`config.mk`:
```
export PLATFORM = sky130hd
export DESIGN_NAME = button_pulse_array
export DESIGN_NICKNAME = d
export VERILOG_FILES = /design/src/rtl/button_pulse_pkg.sv /design/src/rtl/button_pulse_channel.sv /design/src/rtl/button_pulse_array.sv
export SDC_FILE = /design/constraint.sdc
export NUM_CORES = 1
export LEC_CHECK = 0
export CAP_MARGIN = 10
export CORE_MARGIN = 10
export CORE_UTILIZATION = 50
export DETAILED_ROUTE_END_ITERATION = 6
export GPL_TIMING_DRIVEN = 0
export PLACE_DENSITY = 0.66
export RECOVER_POWER = 50
export SLEW_MARGIN = 20
export SYNTH_ARGS = -nofsm -noshare
export SYNTH_HDL_FRONTEND = slang
export SYNTH_SLANG_ARGS = --single-unit
```
`constraint.sdc`:
```
create_clock -name clk -period 2.58 [get_ports clk]
set_clock_uncertainty 0.1 [all_clocks]
set_input_delay 0.645 -clock clk [delete_from_list [all_inputs] [get_ports clk]]
set_output_delay 0.645 -clock clk [all_outputs]
set_load 0.1 [all_outputs]
```
`src/rtl/button_pulse_pkg.sv`:
```
// Shared types and helpers for the push-button conditioner.
package button_pulse_pkg;

   // Per-channel conditioner state.
   typedef enum logic [1:0] {
      IDLE    = 2'd0,
      PULSE   = 2'd1,
      LOCKOUT = 2'd2,
      HOLD    = 2'd3
   } state_e;

   // Counter width large enough to reach the longer of lockout and repeat.
   function automatic int cnt_width(input int lockout, input int rpt);
      int m;
      m = (lockout > rpt) ? lockout : rpt;
      return $clog2(m + 1);
   endfunction

endpackage

```
`src/rtl/button_pulse_channel.sv`:
```
// One button channel: synchroniser, armed flag, pulse/lockout FSM and counter.
module button_pulse_channel
   import button_pulse_pkg::*;
#(
   parameter int PULSE_CYCLES   = 16,
   parameter int LOCKOUT_CYCLES = 33554432,
   parameter int REPEAT_CYCLES  = 0
) (
   input  logic clk,
   input  logic rst,
   input  logic btn_n,
   output logic pulse_n,
   output logic press,
   output logic busy
);

   localparam int CNT_W = cnt_width(LOCKOUT_CYCLES, REPEAT_CYCLES);
   localparam bit REPEAT_EN = (REPEAT_CYCLES > 0);
   localparam logic [CNT_W-1:0] PULSE_LAST = CNT_W'(PULSE_CYCLES - 1);
   localparam logic [CNT_W-1:0] LOCK_LAST  = CNT_W'(LOCKOUT_CYCLES - 1);
   localparam logic [CNT_W-1:0] REP_LAST   = CNT_W'(REPEAT_EN ? REPEAT_CYCLES - 1 : 0);

   logic             sync1_q, sync1_d;
   logic             sync2_q, sync2_d;
   logic [1:0]       vld_q, vld_d;
   logic             armed_q, armed_d;
   state_e           state_q, state_d;
   logic [CNT_W-1:0] cnt_q, cnt_d;
   logic             pulse_n_q, pulse_n_d;
   logic             press_q, press_d;
   logic             busy_q, busy_d;
   logic             held;
   logic             released;

   // Next-state logic: synchroniser shift, arming, FSM and registered outputs.
   always_comb begin
      sync1_d  = btn_n;
      sync2_d  = sync1_q;
      // vld_q tracks when sync2_q holds a real post-reset sample rather than
      // its reset value, so a button held through reset is never seen as a
      // release that would arm the channel.
      vld_d    = {vld_q[0], 1'b1};
      held     = vld_q[1] & ~sync2_q;
      released = vld_q[1] & sync2_q;
      armed_d  = armed_q | released;
      state_d  = state_q;
      cnt_d    = cnt_q;

      case (state_q)
         IDLE: begin
            cnt_d = '0;
            if (held) begin
               state_d = armed_q ? PULSE : HOLD;
            end
         end
         PULSE: begin
            cnt_d = cnt_q + CNT_W'(1);
            if (cnt_q == PULSE_LAST) begin
               state_d = LOCKOUT;
            end
         end
         LOCKOUT: begin
            cnt_d = cnt_q + CNT_W'(1);
            if (cnt_q == LOCK_LAST) begin
               if (sync2_q) begin
                  state_d = IDLE;
                  cnt_d   = '0;
               end else begin
                  state_d = HOLD;
                  cnt_d   = REPEAT_EN ? '0 : cnt_q;
               end
            end
         end
         HOLD: begin
            if (sync2_q) begin
               state_d = IDLE;
               cnt_d   = '0;
            end else if (REPEAT_EN && armed_q) begin
               // Only an armed channel may auto-repeat; a button held through
               // reset sits here with the counter frozen until released.
               if (cnt_q == REP_LAST) begin
                  state_d = PULSE;
                  cnt_d   = '0;
               end else begin
                  cnt_d = cnt_q + CNT_W'(1);
               end
            end
         end
         default: begin
            state_d = IDLE;
            cnt_d   = '0;
         end
      endcase

      pulse_n_d = (state_d != PULSE);
      press_d   = (state_d == PULSE) && (state_q != PULSE);
      busy_d    = (state_d != IDLE);
   end

   // State registers with synchronous reset to the released/idle condition.
   always_ff @(posedge clk) begin
      if (rst) begin
         sync1_q   <= 1'b1;
         sync2_q   <= 1'b1;
         vld_q     <= 2'b00;
         armed_q   <= 1'b0;
         state_q   <= IDLE;
         cnt_q     <= '0;
         pulse_n_q <= 1'b1;
         press_q   <= 1'b0;
         busy_q    <= 1'b0;
      end else begin
         sync1_q   <= sync1_d;
         sync2_q   <= sync2_d;
         vld_q     <= vld_d;
         armed_q   <= armed_d;
         state_q   <= state_d;
         cnt_q     <= cnt_d;
         pulse_n_q <= pulse_n_d;
         press_q   <= press_d;
         busy_q    <= busy_d;
      end
   end

   assign pulse_n = pulse_n_q;
   assign press   = press_q;
   assign busy    = busy_q;

endmodule

```
`src/rtl/button_pulse_array.sv`:
```
// Array of independent push-button conditioners sharing one clock and reset.
module button_pulse_array
   import button_pulse_pkg::*;
#(
   parameter int CHANNELS       = 4,
   parameter int PULSE_CYCLES   = 16,
   parameter int LOCKOUT_CYCLES = 33554432,
   parameter int REPEAT_CYCLES  = 0
) (
   input  logic                clk,
   input  logic                rst,
   input  logic [CHANNELS-1:0] btn_n,
   output logic [CHANNELS-1:0] pulse_n,
   output logic [CHANNELS-1:0] press,
   output logic [CHANNELS-1:0] busy
);

   localparam int CNT_W = cnt_width(LOCKOUT_CYCLES, REPEAT_CYCLES);

   if (CHANNELS < 1) begin : g_bad_channels
      $error("button_pulse_array: CHANNELS must be at least 1");
   end
   if (PULSE_CYCLES < 1) begin : g_bad_pulse
      $error("button_pulse_array: PULSE_CYCLES must be at least 1");
   end
   if (LOCKOUT_CYCLES <= PULSE_CYCLES) begin : g_bad_lockout
      $error("button_pulse_array: LOCKOUT_CYCLES must exceed PULSE_CYCLES");
   end
   if (REPEAT_CYCLES < 0) begin : g_bad_repeat
      $error("button_pulse_array: REPEAT_CYCLES must not be negative");
   end
   if (CNT_W > 31) begin : g_bad_width
      $error("button_pulse_array: counter width too large");
   end

   for (genvar i = 0; i < CHANNELS; i++) begin : g_ch
      button_pulse_channel #(
         .PULSE_CYCLES   (PULSE_CYCLES),
         .LOCKOUT_CYCLES (LOCKOUT_CYCLES),
         .REPEAT_CYCLES  (REPEAT_CYCLES)
      ) u_ch (
         .clk     (clk),
         .rst     (rst),
         .btn_n   (btn_n[i]),
         .pulse_n (pulse_n[i]),
         .press   (press[i]),
         .busy    (busy[i])
      );
   end

endmodule

```
==> impl_metrics.tcl, run 1 <==
set metrics [dict create \
    status "finished, final reports clean" \
    cap_viol_max_count 0 \
    path_cells "ha_2 > nand4b_1 > or4_4 > o31a_4 > nor3_4 > buf_2 > a21oi_1 > o21ai_1" \
    layout_min_cycle_time_ps 2490 \
    finalSetupTns_ps 0 \
    sw_frac_of_total 0.233 \
    overflow 0 \
    syn-num-nets 1010 \
    finalCoreUtilization 0.584 \
    avgViaCountPerCell 6.20 \
    slew_headroom 0.361 \
    avgSynthCellArea_um2 7.70 \
    type_of_the_tightest_min_delay_check "reg -> reg" \
    ant_nets 0 \
    num_antenna_cells 0 \
    irDropWorstVdd_mv 0.486 \
    floorplan.io_pins 18 \
    power_frac_comb 0.055 \
    worst_r2r_path_depth 8 \
    synthTopCellsByArea "sky130_fd_sc_hd__dfxtp_1 36%, sky130_fd_sc_hd__a21oi_1 4.9%, sky130_fd_sc_hd__nand2_1 4.7%" \
    crit_arrival_ps 2750 \
    share_of_layout_cells_above_drive_strength_1 0.117 \
    groute.layer.met3.usage 0.0436 \
    clock_tree.root_cell "sky130_fd_sc_hd__clkbuf_16" \
    cts_inserted_buffers 17 \
    worstSkewPairLatency_ps 440 \
    total_leakage_power_nw 3.03 \
    setup_slack_ps 94.5 \
    grt_start_max_net_pins 17 \
    groute.usage.overall 0.202 \
    clkSinkCount 138 \
    cts_buffer_depth 2 \
    fraction_of_registers_with_async_set_reset 0 \
    use_met2 0.306 \
    via_count 7705 \
    synthesis.yosys.warnings 0 \
    worstSetupPathType "reg -> reg" \
    synth-edff-count 0 \
    slowest_stage "sky130_fd_sc_hd__or4_4" \
    layout-area-overhead-vs-synth_pct 14.9 \
    grt-busiest-layer "met2" \
    multi_input_comb_area_um2 4640 \
    place.detailed.instances 1204 \
    pins_over_slew_limit 0 \
    internal-power_mw 3.79 \
    worst-slew-pin-transition_ps 963 \
    num_rows 45 \
    synth_seq_area_share 0.359 \
    timing.critical_path.to_type "register" \
    cp-start-kind "register" \
    die_x_um 144 \
    pwr-share-seq 0.440 \
    layout.nets 1052 \
    core-area_um2 15100 \
    place.detailed.hpwl_um 14300 \
    worstPathRequired_ps 2850 \
    worst_path_dominant_cell_family "simple AND/OR/NAND/NOR gates" \
    first_global_vias 6759 \
    cts_tree "built" \
    synth-seq-cells 138 \
    nFillCells 1436 \
    register_area_um2 2770 \
    wl_cell_um 17.1 \
    drtPass1Iterations 7 \
    layout.cells.most_common_list "136 x sky130_fd_sc_hd__dfxtp_1, 96 x sky130_fd_sc_hd__nand2_1, 78 x sky130_fd_sc_hd__nor2_1, 73 x sky130_fd_sc_hd__a21oi_1, 57 x sky130_fd_sc_hd__nand3_1" \
    place_worst_setup_slack_ps -480 \
    finalPower_mw 4.94 \
    timing.critical_path.buf_inv 1 \
    detailedRoute.firstIterationViolations 795 \
    number_of_antenna_violations_at_the_first_check_in_global_routing 0 \
    power.clock.fraction 0.505 \
    layout_worst_path_cycle_share 0.963 \
    vert_die_dim_um 144 \
    placement.io_buffers 16 \
    power-per-cell-area_nw_per_um2 558 \
    hold_depth 1 \
    wirelength_um 21200 \
    net-switching-power_mw 1.15 \
    syn-cell-area_um2 7700 \
    route.detailed.drc 0 \
    fmaxAchievable_ghz 0.402 \
    synth.largest_area_cell "sky130_fd_sc_hd__dfxtp_1" \
    dieArea_um2 20800 \
    htreeDepth 4 \
    gpl.final_weighted_congestion 0.883 \
    timing.final.hold_violations 0 \
    critPathMaxFanout 8 \
    met1_usage 0.280 \
    start_util 0.508 \
    synth_top_flop_cell "sky130_fd_sc_hd__dfxtp_1" \
    synth.lib_cells_used.distinct 67 \
    first_pass_grt_wire_length_um 34400 \
    yosys.area.top_type_share 0.359 \
    setup-violations-final 0 \
    slowest_delay_ps 570 \
    layoutNonFillerInstCount 1243 \
    syn-instance-count 1000 \
    cts.clk_slew.worst_paths_ps 60 \
    cp.depth 8 \
    mostFrequentLayoutCell "sky130_fd_sc_hd__dfxtp_1" \
]
==> per-stage QoR <==
stage	cell area (µm²)	hold WS, ps
after floorplan	7700	289
after global placement	8100	292
after detailed placement	8100	293
after CTS	8740	311
after global routing	8850	331
final	8850	310
==> cell type report <==
| cell class | instances | area share |
|---|---|---|
| Timing Repair Buffer | 25 | 0.0238 |
| Buffer | 68 | 0.0400 |
| Multi-Input combinational cell | 778 | 0.524 |
| Tap cell | 188 | 0.0266 |
| Clock inverter | 6 | 0.00961 |
| Sequential cell | 138 | 0.312 |
| Inverter | 14 | 0.00594 |
| Clock buffer | 26 | 0.0575 |
==> synthesized netlist by cell type (18+ instances only) <==
cell / n
sky130_fd_sc_hd__or2_2: 18
sky130_fd_sc_hd__nor2_1: 81
sky130_fd_sc_hd__o21ai_1: 24
sky130_fd_sc_hd__nand2_1: 96
sky130_fd_sc_hd__o21ai_0: 54
sky130_fd_sc_hd__clkbuf_1: 31
sky130_fd_sc_hd__dfxtp_1: 138
sky130_fd_sc_hd__buf_2: 20
sky130_fd_sc_hd__a31oi_1: 33
sky130_fd_sc_hd__and3_1: 24
sky130_fd_sc_hd__nor3_1: 28
sky130_fd_sc_hd__or3_1: 18
sky130_fd_sc_hd__nand4_1: 30
sky130_fd_sc_hd__nor4_1: 27
sky130_fd_sc_hd__a21oi_1: 75
sky130_fd_sc_hd__nand3_1: 57
==> kinds of logic after synthesis <==
family	Yosys count	share of synthesized area
flip-flops	138	0.359
multiplexers	5	0.00650
XOR/XNOR	18	0.0205
AO/OA/AOI/OAI	286	0.233
adder cells (fa/ha/maj)	4	0.00650
AND/OR/NAND/NOR	465	0.322
buffers and inverters	84	0.0528
==> what timing repair did <==
action / 4_1_cts / 5_1_grt
gates cloned: 0 / 1
hold buffers: 0 / 0
pin swaps: 2 / 3
endpoints found under the hold margin: 0 / 0
endpoints found under the setup margin: 51 / 59
setup buffers: 4 / 4
resized for setup: 21 / 18
==> path summary, 6_finish.rpt <==
kind,slack (ps),from,endpoint
worst min register to register,310,g_ch[2].u_ch.sync1_q$_SDFF_PP1_,g_ch[2].u_ch.sync2_q$_SDFF_PP1_
worst min-delay path,310,g_ch[2].u_ch.sync1_q$_SDFF_PP1_,g_ch[2].u_ch.sync2_q$_SDFF_PP1_
worst max-delay path,90,g_ch[2].u_ch.cnt_q[0]$_SDFF_PP0_,g_ch[2].u_ch.cnt_q[13]$_SDFF_PP0_
worst max register to register,90,g_ch[2].u_ch.cnt_q[0]$_SDFF_PP0_,g_ch[2].u_ch.cnt_q[13]$_SDFF_PP0_
==> power groups by stage <==
stage	logic [mW]	clock network, mW	registers [mW]
final	0.273	2.49	2.17
after global routing	0.295	2.61	2.17
after CTS	0.267	2.52	2.17
after detailed placement	0.268	0	2.22
after global placement	0.268	0	2.22
after floorplan	0.198	0	2.21
==> per-layer routing <==
metal	part of all wire	vias up
met4	0.011	0
met3	0.055	28
met5	0	-
li1	-	3820
met2	0.44	251
met1	0.49	3606
==> flip-flops by register name (all words and copies together) (netlist names) <==
register	flops
g_ch.u_ch.armed_q	4
g_ch.u_ch.busy	4
g_ch.u_ch.cnt_q	104
g_ch.u_ch.press	4
g_ch.u_ch.pulse_n	4
g_ch.u_ch.state_q	8
g_ch.u_ch.sync1_q	4
g_ch.u_ch.sync2_q	4
g_ch.u_ch.vld_q	2
No activity file was read; power rests on OpenSTA's default activity.
==> run 2, diff against run 1 <==
Settings changed: ABC_AREA set to 1, CTS_BUF_LIST set to sky130_fd_sc_hd__clkbuf_4, PLACE_DENSITY 0.66 to 0.65.
==> run 2 against run 1 <==
Compared with the run above:
- first-iteration DRC count down 14%
- via count is 25% higher
- critical path depth rose by 3
- total power is 20% lower
- cell count rose by 46%
- highest routed layer unchanged
- synthesized cell count up 54%
- core utilization shrank 3.7 points
- routed wire length is 20% higher
- setup slack improved by 66 ps
- register-to-register slack better by 70 ps
- global-route usage up 0.64 points
- hold slack improved by 2.1 ps
==> impl_metrics.tcl, run 2 <==
set metrics [dict create \
    yosys.area.top_type_share 0.302 \
    finalSetupTns_ps 0 \
    htreeDepth 4 \
    layoutNonFillerInstCount 1818 \
    setup_slack_ps 160 \
    syn-num-nets 1550 \
    synth_seq_area_share 0.302 \
    synth.area.mux_share 0 \
    via_count 9607 \
    fmaxAchievable_ghz 0.413 \
    dieArea_um2 24100 \
    synth_fa_ha_area_frac 0.00547 \
    cts_buffer_depth 2 \
    post-synth-top-count-cell "sky130_fd_sc_hd__nand2_1" \
    layout.nets 1585 \
    synth.largest_area_cell "sky130_fd_sc_hd__dfxtp_1" \
    crit_arrival_ps 2830 \
    place.detailed.hpwl_um 18800 \
    ant_nets 0 \
    avgViaCountPerCell 5.28 \
    groute.usage.overall 0.208 \
    cap_viol_max_count 0 \
    worstSetupPathType "reg -> reg" \
    worstSkewPairLatency_ps 570 \
    syn-cell-area_um2 9150 \
    synth-edff-count 0 \
    clkSinkCount 138 \
    critPathMaxFanout 9 \
    first_pass_grt_wire_length_um 42100 \
    grt_start_max_net_pins 17 \
    pins_over_slew_limit 0 \
    synth_top_flop_cell "sky130_fd_sc_hd__dfxtp_1" \
    total_leakage_power_nw 4.52 \
    place_worst_setup_slack_ps -72.4 \
    floorplan.io_pins 18 \
    status "finished, final reports clean" \
    start_util 0.510 \
    avgSynthCellArea_um2 5.94 \
    synthesis.yosys.warnings 0 \
    synth.lib_cells_used.distinct 39 \
    syn-instance-count 1540 \
    worst-slew-pin-transition_ps 926 \
    place.detailed.instances 1785 \
    grt_setup_unrepaired "no" \
    placement.io_buffers 16 \
    route.detailed.drc 0 \
    synthTopCellsByArea "sky130_fd_sc_hd__dfxtp_1 30%, sky130_fd_sc_hd__nand2_1 20%, sky130_fd_sc_hd__nand3_1 12%" \
    die_x_um 155 \
    synthTopCellsByCount "482 x sky130_fd_sc_hd__nand2_1, 228 x sky130_fd_sc_hd__nand3_1, 201 x sky130_fd_sc_hd__nor2_1" \
    share_of_layout_cells_above_drive_strength_1 0.0800 \
    layout_min_cycle_time_ps 2420 \
    timing.critical_path.to_type "register" \
    cts_tree "built" \
    multi_input_comb_area_um2 5420 \
    synth-seq-cells 138 \
    detailedRoute.firstIterationViolations 685 \
    synth_compound_area_frac 0.0714 \
    vert_die_dim_um 155 \
    top_register "g_ch.u_ch.cnt_q" \
    fin_hold_ws_ps 312 \
    post-route-cell-area_um2 9830 \
    overflow 0 \
    fraction_of_registers_with_async_set_reset 0 \
    wl_cell_um 14.0 \
    quantity_of_hold_fixing_buffers_added_after_cts 0 \
    slew_headroom 0.380 \
    gpl.final_weighted_congestion 0.926 \
    largest_register_ff_count 104 \
    wirelength_um 25400 \
    worstPathRequired_ps 2990 \
    post_synth_xor_area_fraction 0.0230 \
    cts_inserted_buffers 17 \
    synth_top_family_by_area "simple AND/OR/NAND/NOR gates" \
    synth_simple_gate_area_frac 0.494 \
    drtPass1Iterations 6 \
    cts.clk_slew.worst_paths_ps 130 \
    clock_tree.root_cell "sky130_fd_sc_hd__clkbuf_4" \
    core-area_um2 18000 \
    timing.final.hold_violations 0 \
    nFillCells 1944 \
    number_of_antenna_violations_at_the_first_check_in_global_routing 1 \
    registers_with_the_most_flip_flops "g_ch.u_ch.cnt_q (104), g_ch.u_ch.state_q (8)" \
    layout.cells.most_common_list "485 x sky130_fd_sc_hd__nand2_1, 228 x sky130_fd_sc_hd__nand3_1, 201 x sky130_fd_sc_hd__nor2_1, 183 x sky130_fd_sc_hd__inv_1, 138 x sky130_fd_sc_hd__dfxtp_1" \
    dpl_cell_area_um2 9600 \
    setup-violations-final 0 \
    layout-area-overhead-vs-synth_pct 7.34 \
    cp-start-kind "register" \
    mostFrequentLayoutCell "sky130_fd_sc_hd__nand2_1" \
    irDropWorstVdd_mv 0.350 \
    first_global_vias 8692 \
    layout_worst_path_cycle_share 0.938 \
    power-per-cell-area_nw_per_um2 401 \
    num_rows 49 \
    type_of_the_tightest_min_delay_check "reg -> reg" \
    register_area_um2 2760 \
]
run 2: changes by cell type after synthesis, sizes merged, moves of 28 or more:
cell	previous run	this run
nand2	96	506
nor2	81	216
nand3	57	232
nor4	29	1
a31oi	34	0
o21ai	78	33
inv	14	188
run 2: path summary, 6_finish.rpt:
path,depth (start not counted),slack (ps),startpoint,to
setup / recovery,11,160,g_ch[2].u_ch.cnt_q[0]$_SDFF_PP0_,g_ch[2].u_ch.press$_SDFF_PP0_
hold / removal,2,310,g_ch[2].u_ch.vld_q[0]$_DFF_P_,g_ch[1].u_ch.vld_q[1]$_SDFF_PP0_
setup reg to reg,11,160,g_ch[2].u_ch.cnt_q[0]$_SDFF_PP0_,g_ch[2].u_ch.press$_SDFF_PP0_
hold reg to reg,2,310,g_ch[2].u_ch.vld_q[0]$_DFF_P_,g_ch[1].u_ch.vld_q[1]$_SDFF_PP0_
run 2: layer usage:
layer  vias to the layer above  track usage  share of wire
met5                         -            0              0
met4                         0       0.0611          0.014
met3                        29       0.0361          0.052
met2                       237        0.333           0.45
met1                      4372        0.281           0.48
li1                       4969            -              -
run 2: critical path, stage by stage (launching register included):
cell	delay [ps]
sky130_fd_sc_hd__dfxtp_1	460
sky130_fd_sc_hd__ha_1	220
sky130_fd_sc_hd__nand2_1	120
sky130_fd_sc_hd__nor2_4	240
sky130_fd_sc_hd__nand2_1	210
sky130_fd_sc_hd__nor2_8	210
sky130_fd_sc_hd__nand2_4	130
sky130_fd_sc_hd__a21oi_4	240
sky130_fd_sc_hd__nand2_1	160
sky130_fd_sc_hd__nand2_1	150
sky130_fd_sc_hd__inv_2	50
sky130_fd_sc_hd__nor2_2	70
run 2: repair_timing:
action | 4_1_cts | 5_1_grt
gates resized for setup | 27 | 9
endpoints found under the setup margin | 12 | 9
buffers inserted | 0 | 0
run 2: metrics by stage:
step | util | total power, mW
finish | 0.547 | 3.94
global route | 0.547 | 4.06
CTS | 0.551 | 3.97
detailed placement | 0.534 | 2.46
global placement | 0.534 | 2.46
floorplan | - | 2.38
run 2: report_power, final:
part           total [mW]  leakage (nW)  internal (mW)  switching (mW)
Clock                1.54         0.146          0.667           0.868
Sequential           2.17          1.12           2.15          0.0153
Combinational       0.236          3.26         0.0558           0.180
Total                3.94          4.52           2.88            1.06
run 2: cell families (layout without fill, tap and decap cells):
logic type | count (synthesis) | after routing
adders and majority gates | 4 | 4
and+or+nand+nor | 1026 | 1026
buffers and inverters | 232 | 280
AOI/OAI and AO/OA | 116 | 116
xor gates and xnor gates | 24 | 24
DFF | 138 | 138
other | 0 | 1
run 2: area by class of cell:
type,count,share of cell area
multi-input combinational,1170,0.552
buffer,41,0.0238
clock inverter,14,0.0157
tap,229,0.0292
inverter,191,0.0730
clock buffer,18,0.0138
sequential,138,0.281
timing repair buffer,16,0.0115
antenna,1,0.000255
==> run 3, diff against run 2 <==
Settings changed: PLACE_DENSITY 0.65 to 0.7.
==> run 3 against run 2 <==
Compared with the run above:
- non-clock buffer count unchanged
- flip-flop and latch count unchanged
- maximum frequency increased by 3.5%
- sequential power barely moved
- combinational power about the same
- routed wire length down 1.9%
- final area shrank 0.32%
- highest routed layer unchanged
- total power down 6.6%
- largest power group unchanged
- global-route usage shrank 0.056 points
==> impl_metrics.tcl, run 3 (synthesized netlist as in run 2, its figures left out) <==
set metrics [dict create \
    gpl.final_weighted_congestion 0.941 \
    crit_arrival_ps 2720 \
    worst-r2r-setup-slack_ps 240 \
    cap_viol_max_count 0 \
    status "finished, final reports clean" \
    timing.critical_path.to_type "register" \
    layout_min_cycle_time_ps 2340 \
    start_util 0.510 \
    avgViaCountPerCell 5.27 \
    cts_inserted_buffers 17 \
    layout.nets 1585 \
    worstSkewPairLatency_ps 570 \
    layout.cells.most_common_list "482 x sky130_fd_sc_hd__nand2_1, 228 x sky130_fd_sc_hd__nand3_1, 201 x sky130_fd_sc_hd__nor2_1, 183 x sky130_fd_sc_hd__inv_1, 138 x sky130_fd_sc_hd__dfxtp_1" \
    first_pass_grt_wire_length_um 42100 \
    ant_nets 0 \
    clock_tree.root_cell "sky130_fd_sc_hd__clkbuf_4" \
    vert_die_dim_um 155 \
    setup-violations-final 0 \
    core-area_um2 18000 \
    layout_worst_path_cycle_share 0.906 \
    detailedRoute.firstIterationViolations 775 \
    groute.usage.overall 0.208 \
    grt_start_max_net_pins 17 \
    largest_register_ff_count 104 \
    cts_buffer_depth 2 \
    mostFrequentLayoutCell "sky130_fd_sc_hd__nand2_1" \
    slew_headroom 0.326 \
    wl_cell_um 13.7 \
    grt_setup_unrepaired "no" \
    total_leakage_power_nw 4.52 \
    placement.io_buffers 16 \
    power-per-cell-area_nw_per_um2 376 \
    top_register "g_ch.u_ch.cnt_q" \
    dieArea_um2 24100 \
    worstSetupPathType "reg -> reg" \
    floorplan.io_pins 18 \
    share_of_layout_cells_above_drive_strength_1 0.0838 \
    route.detailed.drc 0 \
    overflow 0 \
    irDropWorstVdd_mv 0.310 \
    cts_tree "built" \
    place.detailed.hpwl_um 18700 \
    layoutNonFillerInstCount 1818 \
    die_x_um 155 \
    num_rows 49 \
    finalSetupTns_ps 0 \
    drtPass1Iterations 7 \
    fin_hold_ws_ps 325 \
    type_of_the_tightest_min_delay_check "reg -> reg" \
    timing.final.hold_violations 0 \
    cts.clk_slew.worst_paths_ps 150 \
    via_count 9585 \
    critPathMaxFanout 8 \
    worst-slew-pin-transition_ps 1010 \
    fmaxAchievable_ghz 0.428 \
    cp-start-kind "register" \
    clkSinkCount 138 \
    first_global_vias 8760 \
    number_of_antenna_violations_at_the_first_check_in_global_routing 2 \
    htreeDepth 4 \
    pins_over_slew_limit 0 \
    wirelength_um 24900 \
    layout-area-overhead-vs-synth_pct 7.00 \
    worstPathRequired_ps 2960 \
    place.detailed.instances 1785 \
    registers_with_the_most_flip_flops "g_ch.u_ch.cnt_q (104), g_ch.u_ch.state_q (8)" \
    quantity_of_hold_fixing_buffers_added_after_cts 0 \
]
-- run 3: where the power goes --
part	switching, mW	internal (mW)
clock network	0.884	0.394
logic	0.178	0.0555
registers	0.0155	2.15
total	1.08	2.60
-- run 3: what timing repair did --
action / CTS / global route
gates resized for setup: 28 / 9
setup endpoints to repair: 12 / 11
setup buffers: 0 / 0
-- run 3: layout make-up --
| class | count | area (µm²) |
|---|---|---|
| Multi-Input combinational cell | 1170 | 5430 |
| Timing Repair Buffer | 16 | 125 |
| Sequential cell | 138 | 2760 |
| Clock buffer | 18 | 135 |
| Inverter | 191 | 717 |
| Buffer | 41 | 231 |
| Fill cell | 1885 | 8170 |
| Tap cell | 229 | 287 |
| Antenna cell | 1 | 2.50 |
| Clock inverter | 14 | 100 |
-- run 3: per-stage QoR --
step / power, mW / instance area [µm²] / utilization / setup WS [ps]
after floorplan: 2.38 / 9150 / - / 667
after global placement: 2.46 / 9600 / 0.534 / 56.9
after detailed placement: 2.46 / 9600 / 0.534 / 50.3
after CTS: 3.72 / 9840 / 0.548 / 1.33
after global routing: 3.81 / 9790 / 0.545 / 42.4
final: 3.68 / 9790 / 0.545 / 243
-- run 3: routing by layer --
layer  up-vias  track usage  part of all wire  routed length [µm]
li1       4963            -                 -                   -
met1      4342        0.280              0.48               12100
met2       247        0.327              0.44               11100
met3        33       0.0386             0.053                1310
met4         0       0.0673             0.019                 462
met5         -            0                 0                   0
-- run 3: final timing paths --
| check | start | end | cells past startpoint |
|---|---|---|---|
| max reg2reg | g_ch[0].u_ch.cnt_q[0]$_SDFF_PP0_ | g_ch[0].u_ch.pulse_n$_SDFF_PP1_ | 12 |
| min reg2reg | g_ch[2].u_ch.sync1_q$_SDFF_PP1_ | g_ch[2].u_ch.sync2_q$_SDFF_PP1_ | 1 |
| min | g_ch[2].u_ch.sync1_q$_SDFF_PP1_ | g_ch[2].u_ch.sync2_q$_SDFF_PP1_ | 1 |
| max | g_ch[0].u_ch.cnt_q[0]$_SDFF_PP0_ | g_ch[0].u_ch.pulse_n$_SDFF_PP1_ | 12 |
-- run 3: worst max-delay path, stage by stage, from the launching register on --
cell and delay (ps):
sky130_fd_sc_hd__dfxtp_1 440, sky130_fd_sc_hd__ha_1 250, sky130_fd_sc_hd__nand2_1 100, sky130_fd_sc_hd__nor2_2 270, sky130_fd_sc_hd__nand2_2 150, sky130_fd_sc_hd__nor2_4 220
sky130_fd_sc_hd__nand2_4 100, sky130_fd_sc_hd__nand2_2 80, sky130_fd_sc_hd__nand2_2 130, sky130_fd_sc_hd__nand3_1 160, sky130_fd_sc_hd__nand2_1 90, sky130_fd_sc_hd__inv_1 80
sky130_fd_sc_hd__nand2_1 70
